## config.mk

```make
export PLATFORM = sky130hd
export DESIGN_NAME = fixed_saturate_stream
export DESIGN_NICKNAME = d
export VERILOG_FILES = /design/src/rtl/fixed_cast_pkg.sv /design/src/rtl/skid_buffer.sv /design/src/rtl/fixed_saturate_stream.sv
export SDC_FILE = /design/constraint.sdc
export NUM_CORES = 1
export LEC_CHECK = 0
export ABC_AREA = 1
export CAP_MARGIN = 20
export CORE_ASPECT_RATIO = 0.6
export CORE_MARGIN = 4
export CORE_UTILIZATION = 55
export CTS_BUF_LIST = sky130_fd_sc_hd__clkbuf_16
export CTS_CLUSTER_DIAMETER = 30
export CTS_CLUSTER_SIZE = 25
export DETAILED_ROUTE_END_ITERATION = 12
export GPL_TIMING_DRIVEN = 0
export PLACE_DENSITY = 0.86
export SYNTH_ARGS = -nofsm -noshare
export SYNTH_HDL_FRONTEND = slang
export SYNTH_HIERARCHICAL = 1
export SYNTH_SLANG_ARGS = --single-unit
```

## constraint.sdc

```tcl
create_clock -name clk -period 1.91 [get_ports clk]
set_input_delay 0.4775 -clock clk [delete_from_list [all_inputs] [get_ports clk]]
set_output_delay 0.4775 -clock clk [all_outputs]
set_load 0.01 [all_outputs]
```

## src/rtl/fixed_cast_pkg.sv

```systemverilog
// Shared helpers for the fixed-point cast path: saturation bounds and per-lane flag type.
package fixed_cast_pkg;

  localparam int MAX_LANES = 32;

  typedef logic [MAX_LANES-1:0] cast_flags_t;

  function automatic logic signed [31:0] sat_max(input int width);
    return (32'sd1 <<< (width - 1)) - 32'sd1;
  endfunction

  function automatic logic signed [31:0] sat_min(input int width);
    return -(32'sd1 <<< (width - 1));
  endfunction

  function automatic logic [31:0] popcount_flags(input cast_flags_t flags);
    logic [31:0] n;
    n = '0;
    for (int i = 0; i < MAX_LANES; i++) n = n + 32'(flags[i]);
    return n;
  endfunction

endpackage

```

## src/rtl/skid_buffer.sv

```systemverilog
// Two-entry valid/ready register slice (main + skid); upstream ready is a pure register output.
module skid_buffer #(
  parameter int DATA_WIDTH = 36
) (
  input  logic                  clk,
  input  logic                  rst,
  input  logic [DATA_WIDTH-1:0] data_in,
  input  logic                  data_in_valid,
  output logic                  data_in_ready,
  output logic [DATA_WIDTH-1:0] data_out,
  output logic                  data_out_valid,
  input  logic                  data_out_ready
);

  logic [DATA_WIDTH-1:0] main_q;
  logic [DATA_WIDTH-1:0] skid_q;
  logic                  main_valid_q;
  logic                  skid_valid_q;
  logic                  in_xfer;

  assign in_xfer        = data_in_valid && !skid_valid_q;
  assign data_in_ready  = !skid_valid_q;
  assign data_out       = main_q;
  assign data_out_valid = main_valid_q;

  // skid can only be occupied while main is also occupied
  always_ff @(posedge clk) begin
    if (rst) begin
      main_q       <= '0;
      skid_q       <= '0;
      main_valid_q <= 1'b0;
      skid_valid_q <= 1'b0;
    end else if (skid_valid_q) begin
      if (data_out_ready) begin
        main_q       <= skid_q;
        skid_valid_q <= 1'b0;
      end
    end else if (in_xfer) begin
      if (!main_valid_q || data_out_ready) begin
        main_q       <= data_in;
        main_valid_q <= 1'b1;
      end else begin
        skid_q       <= data_in;
        skid_valid_q <= 1'b1;
      end
    end else if (data_out_ready) begin
      main_valid_q <= 1'b0;
    end
  end

endmodule

```

## src/rtl/fixed_saturate_stream.sv

```systemverilog
// Clamps each guard-bit lane to the signed OUT_WIDTH range, flags saturated lanes, registers behind a skid buffer.
// Optional saturation counter port sat_count is built only with FIXED_SAT_COUNT_EN defined.
module fixed_saturate_stream
  import fixed_cast_pkg::*;
#(
  parameter int IN_WIDTH    = 9,
  parameter int OUT_WIDTH   = 8,
  parameter int PARALLELISM = 4
) (
  input  logic                             clk,
  input  logic                             rst,
  input  logic [IN_WIDTH*PARALLELISM-1:0]  data_in_0,
  input  logic                             data_in_0_valid,
  output logic                             data_in_0_ready,
  output logic [OUT_WIDTH*PARALLELISM-1:0] data_out_0,
  output logic [PARALLELISM-1:0]           data_out_0_sat,
  output logic                             data_out_0_valid,
  input  logic                             data_out_0_ready
`ifdef FIXED_SAT_COUNT_EN
  ,
  output logic [31:0]                      sat_count
`endif
);

  localparam int DW = PARALLELISM * (OUT_WIDTH + 1);
  localparam logic signed [IN_WIDTH-1:0] LANE_MAX = IN_WIDTH'(sat_max(OUT_WIDTH));
  localparam logic signed [IN_WIDTH-1:0] LANE_MIN = IN_WIDTH'(sat_min(OUT_WIDTH));

  logic [OUT_WIDTH*PARALLELISM-1:0] clamp_data;
  logic [PARALLELISM-1:0]           clamp_sat;
  logic [DW-1:0]                    buf_out;

  for (genvar i = 0; i < PARALLELISM; i++) begin : g_lane
    logic signed [IN_WIDTH-1:0] lane_x;
    logic                       over;
    logic                       under;

    assign lane_x = data_in_0[i*IN_WIDTH +: IN_WIDTH];
    assign over   = lane_x > LANE_MAX;
    assign under  = lane_x < LANE_MIN;
    assign clamp_data[i*OUT_WIDTH +: OUT_WIDTH] = over  ? LANE_MAX[OUT_WIDTH-1:0] :
                                                  under ? LANE_MIN[OUT_WIDTH-1:0] :
                                                          lane_x[OUT_WIDTH-1:0];
    assign clamp_sat[i] = over | under;
  end

  skid_buffer #(
    .DATA_WIDTH(DW)
  ) u_skid (
    .clk           (clk),
    .rst           (rst),
    .data_in       ({clamp_sat, clamp_data}),
    .data_in_valid (data_in_0_valid),
    .data_in_ready (data_in_0_ready),
    .data_out      (buf_out),
    .data_out_valid(data_out_0_valid),
    .data_out_ready(data_out_0_ready)
  );

  assign data_out_0     = buf_out[OUT_WIDTH*PARALLELISM-1:0];
  assign data_out_0_sat = buf_out[DW-1 -: PARALLELISM];

`ifdef FIXED_SAT_COUNT_EN
  logic [31:0] sat_cnt_q;
  cast_flags_t flags_ext;
  logic [32:0] cnt_sum;

  always_comb begin
    flags_ext                   = '0;
    flags_ext[PARALLELISM-1:0] = data_out_0_sat;
  end

  assign cnt_sum = {1'b0, sat_cnt_q} + {1'b0, popcount_flags(flags_ext)};

  // counter saturates rather than wrapping
  always_ff @(posedge clk) begin
    if (rst) begin
      sat_cnt_q <= '0;
    end else if (data_out_0_valid && data_out_0_ready) begin
      sat_cnt_q <= cnt_sum[32] ? 32'hFFFF_FFFF : cnt_sum[31:0];
    end
  end

  assign sat_count = sat_cnt_q;
`endif

endmodule
```

==> summary.md <==
| Metric | Value |
|---|---|
| Status | `complete, no violations` |
| TritonCTS clock tree | `done` |
| Synth cell types | `16` |
| Row cnt | `22` |
| Total core area | `6250 um2` |
| Critical Path Max Stage Delay | `560 ps` |
| Finished Core Util | `77.2%` |
| DRC errors left | `0` |
| CTS root buf | `clkbuf_16` |
| Syn_nets | `637` |
| Synth area leaders | `dfxtp_1 41%, nand2_1 25%, nor2_1 15%` |
| Setup ws final | `48.9 ps` |
| Grt total ovfl | `0` |
| Slew headroom | `64.0%` |
| Ys async rst share | `0%` |
| Leakage | `2.42 nW` |
| Post-synthesis adder-cell area fraction | `0%` |
| Final ANT Viol Nets | `0` |
| Share of synthesized area spent on multiplexers | `0%` |
| FILL cells | `484` |
| Fin cells | `773` |
| Fmax achieved | `537 MHz` |
| Hold Fails Final Rpt | `0` |
| Worst skew pair latency | `320 ps` |
| Vias/cell | `5.03` |
| Crit-path slowest cell | `clkdlybuf4s50_1` |
| Synthesized instance count | `597` |
| Worst path arrival time | `1380 ps` |
| Critical path class | `flip-flop to output pin` |
| Post-synth EDFFs | `0` |
| Buffers on Ports | `77` |
| Area Growth Syn to Fin | `33.5%` |
| Nets@finish | `724` |
| Die ar. | `7970 um2` |
| Sequential-to-total area share from yosys stat | `41.0%` |
| Crit. End Element | `output pin` |
| Post-synthesis xor/xnor area fraction | `0%` |
| Kind of cell adding the most delay to the critical path | `buffers and inverters` |
| Most common cell in the synthesized netlist | `nand2_1` |
| # H-tree levels | `3` |
| Critical Path, Cell by Cell | `inv_4 > clkdlybuf4s50_1` |
| Drt pass-1 iters | `5` |
| Main combinational cell family by area after synthesis | `simple AND/OR/NAND/NOR gates` |
| Routed WL | `9.90 mm` |
| Worst slew pin tran | `540 ps` |
| Worst-path clk slew | `60 ps` |
| Largest net degree at the start of global routing | `13` |
| GRT Util Overall | `25.0%` |
| Post-Synthesis Cell Area | `3610 um2` |
| Die width | `113 um` |
| Initial antenna violation count | `0` |
| Mean post-synth cell area | `6.05 um2` |
| Area fraction in compound gates after synthesis | `5.41%` |
| Post-Place Cell Area | `4490 um2` |
| Number of synthesized register bits | `74` |
| TritonCTS sink count | `74` |
| Average wire per standard cell | `12.8 um` |
| Placed insts | `758` |
| Buf+Inv Stages, Crit Path | `2` |
| Worst path required time | `1430 ps` |
| Minimum clock period | `1860 ps` |
| Number of global-route vias before repair | `3534` |
| Unrepaired setup endpoints after global routing | `false` |
| Die Span Y | `70.8 um` |
| DR iter-0 viols | `299` |
| Power after layout | `4.39 mW` |
| PwrDens | `910 nW/um2` |
| Worst-path maximum fanout | `10` |
| Setup WS pre-CTS | `4.80 ps` |
| Yosys top cell by area | `dfxtp_1` |
| Ys Warns | `6` |
| Diode count | `0` |
| Initial Util | `57.8%` |
| Total CTS buffers | `9` |
| Synth cell count leaders | `245 x nand2_1, 145 x nor2_1, 74 x dfxtp_1, 44 x inv_1, 38 x o21ai_0` |
| Max_cap viols | `0` |
| First-pass GRT wire length | `16.4 mm` |
| DP Wirelength | `6.67 mm` |
| Hold WS | `484 ps` |
| Startpoint types | `flip-flop` |
| Final Cell Area | `4820 um2` |
| Post-route setup TNS | `0 ps` |
| I/O Pins | `78` |
| GPL Wtd Cong | `0.835` |
| Post-synth top flop | `dfxtp_1` |
| Hold Path Class | `flip-flop to flip-flop` |
| Routed vias | `3888` |
| Clock Skews | `6.19 ps` |
| Post-Synth Simple-Gate Area | `43.5%` |
| Final Cycle Share | `97.4%` |
| Clk buf depth | `2` |
| VDD IR-drop max | `0.507 mV` |
| Synth top area share | `41.0%` |
| # setup viols final | `0` |
| Pins Over Slew Limit | `0` |
| Layout cells sized above 1 | `7.26%` |
==> sequential cells by signal, summed over array words and instances, names as in the netlist <==
register / flops
u_skid/skid_q: 36
u_skid/data_out_valid: 1
u_skid/data_out: 36
u_skid/skid_valid_q: 1
==> metal layers <==
metal	track usage, %	wire, um	vias to the layer above
met4	7.47	105	0
met1	34.9	4550	1728
met3	5.30	879	16
met2	39.2	4360	208
met5	0	0	-
li1	-	-	1936
==> path summary, 6_finish.rpt <==
kind | slack [ps] | endpoint | start | depth (start not counted)
hold reg to reg | 480 | u_skid/skid_q[9] | u_skid/skid_q[9] | 2
setup reg to reg | 470 | u_skid/data_out_valid | u_skid/skid_valid_q | 5
setup / recovery | 50 | data_in_0_ready | u_skid/skid_valid_q | 2
hold / removal | 480 | u_skid/skid_q[9] | u_skid/skid_q[9] | 2
==> cell families (layout without fill, tap and decap cells) <==
group                  after synthesis  count (layout)
AND/OR/NAND/NOR                    400             400
buffers and inverters               84             176
flip-flops                          74              74
AO/OA/AOI/OAI                       39              39
==> final cells by class <==
cell class / instances / area (um2) / area share (%)
multi-input cells: 439 / 1770 / 36.6
flip-flops and latches: 74 / 1480 / 30.7
repair buffers: 77 / 771 / 16.0
clock buffers: 9 / 225 / 4.67
inverters: 51 / 199 / 4.13
plain buffers: 31 / 158 / 3.27
clock inverters: 7 / 109 / 2.26
well taps: 84 / 105 / 2.18
repair inverters: 1 / 7.51 / 0.156
==> repair_timing <==
item,4_1_cts,5_1_grt
hold buffers,0,0
endpoints found under the setup margin,1,0
gates resized for setup,2,0
buffers inserted,0,0
==> power by group <==
part | leakage [nW] | total (mW) | switching [mW] | internal, mW
logic | 1.65 | 0.790 | 0.428 | 0.362
registers | 0.609 | 1.72 | 0.0601 | 1.66
clock network | 0.162 | 1.88 | 0.619 | 1.26
==> layout by cell type (no fill, tap or decap), drive strengths merged <==
cell	synthesis	layout
clkinvlp	0	2
nand3	1	1
inv	51	52
nand2	253	253
a21oi	1	1
o21ai	38	38
dfxtp	74	74
clkdlybuf4s50	0	77
nor2	146	146
clkbuf	12	21
clkinv	0	2
bufinv	0	3
buf	21	19
==> worst reg2reg max path: cells and delay by family (launching register included) <==
kind	cells	cell delay (ps)
flops	1	420
compound gates	2	360
buf+inv	3	550
(Power assumes the default switching activity.)
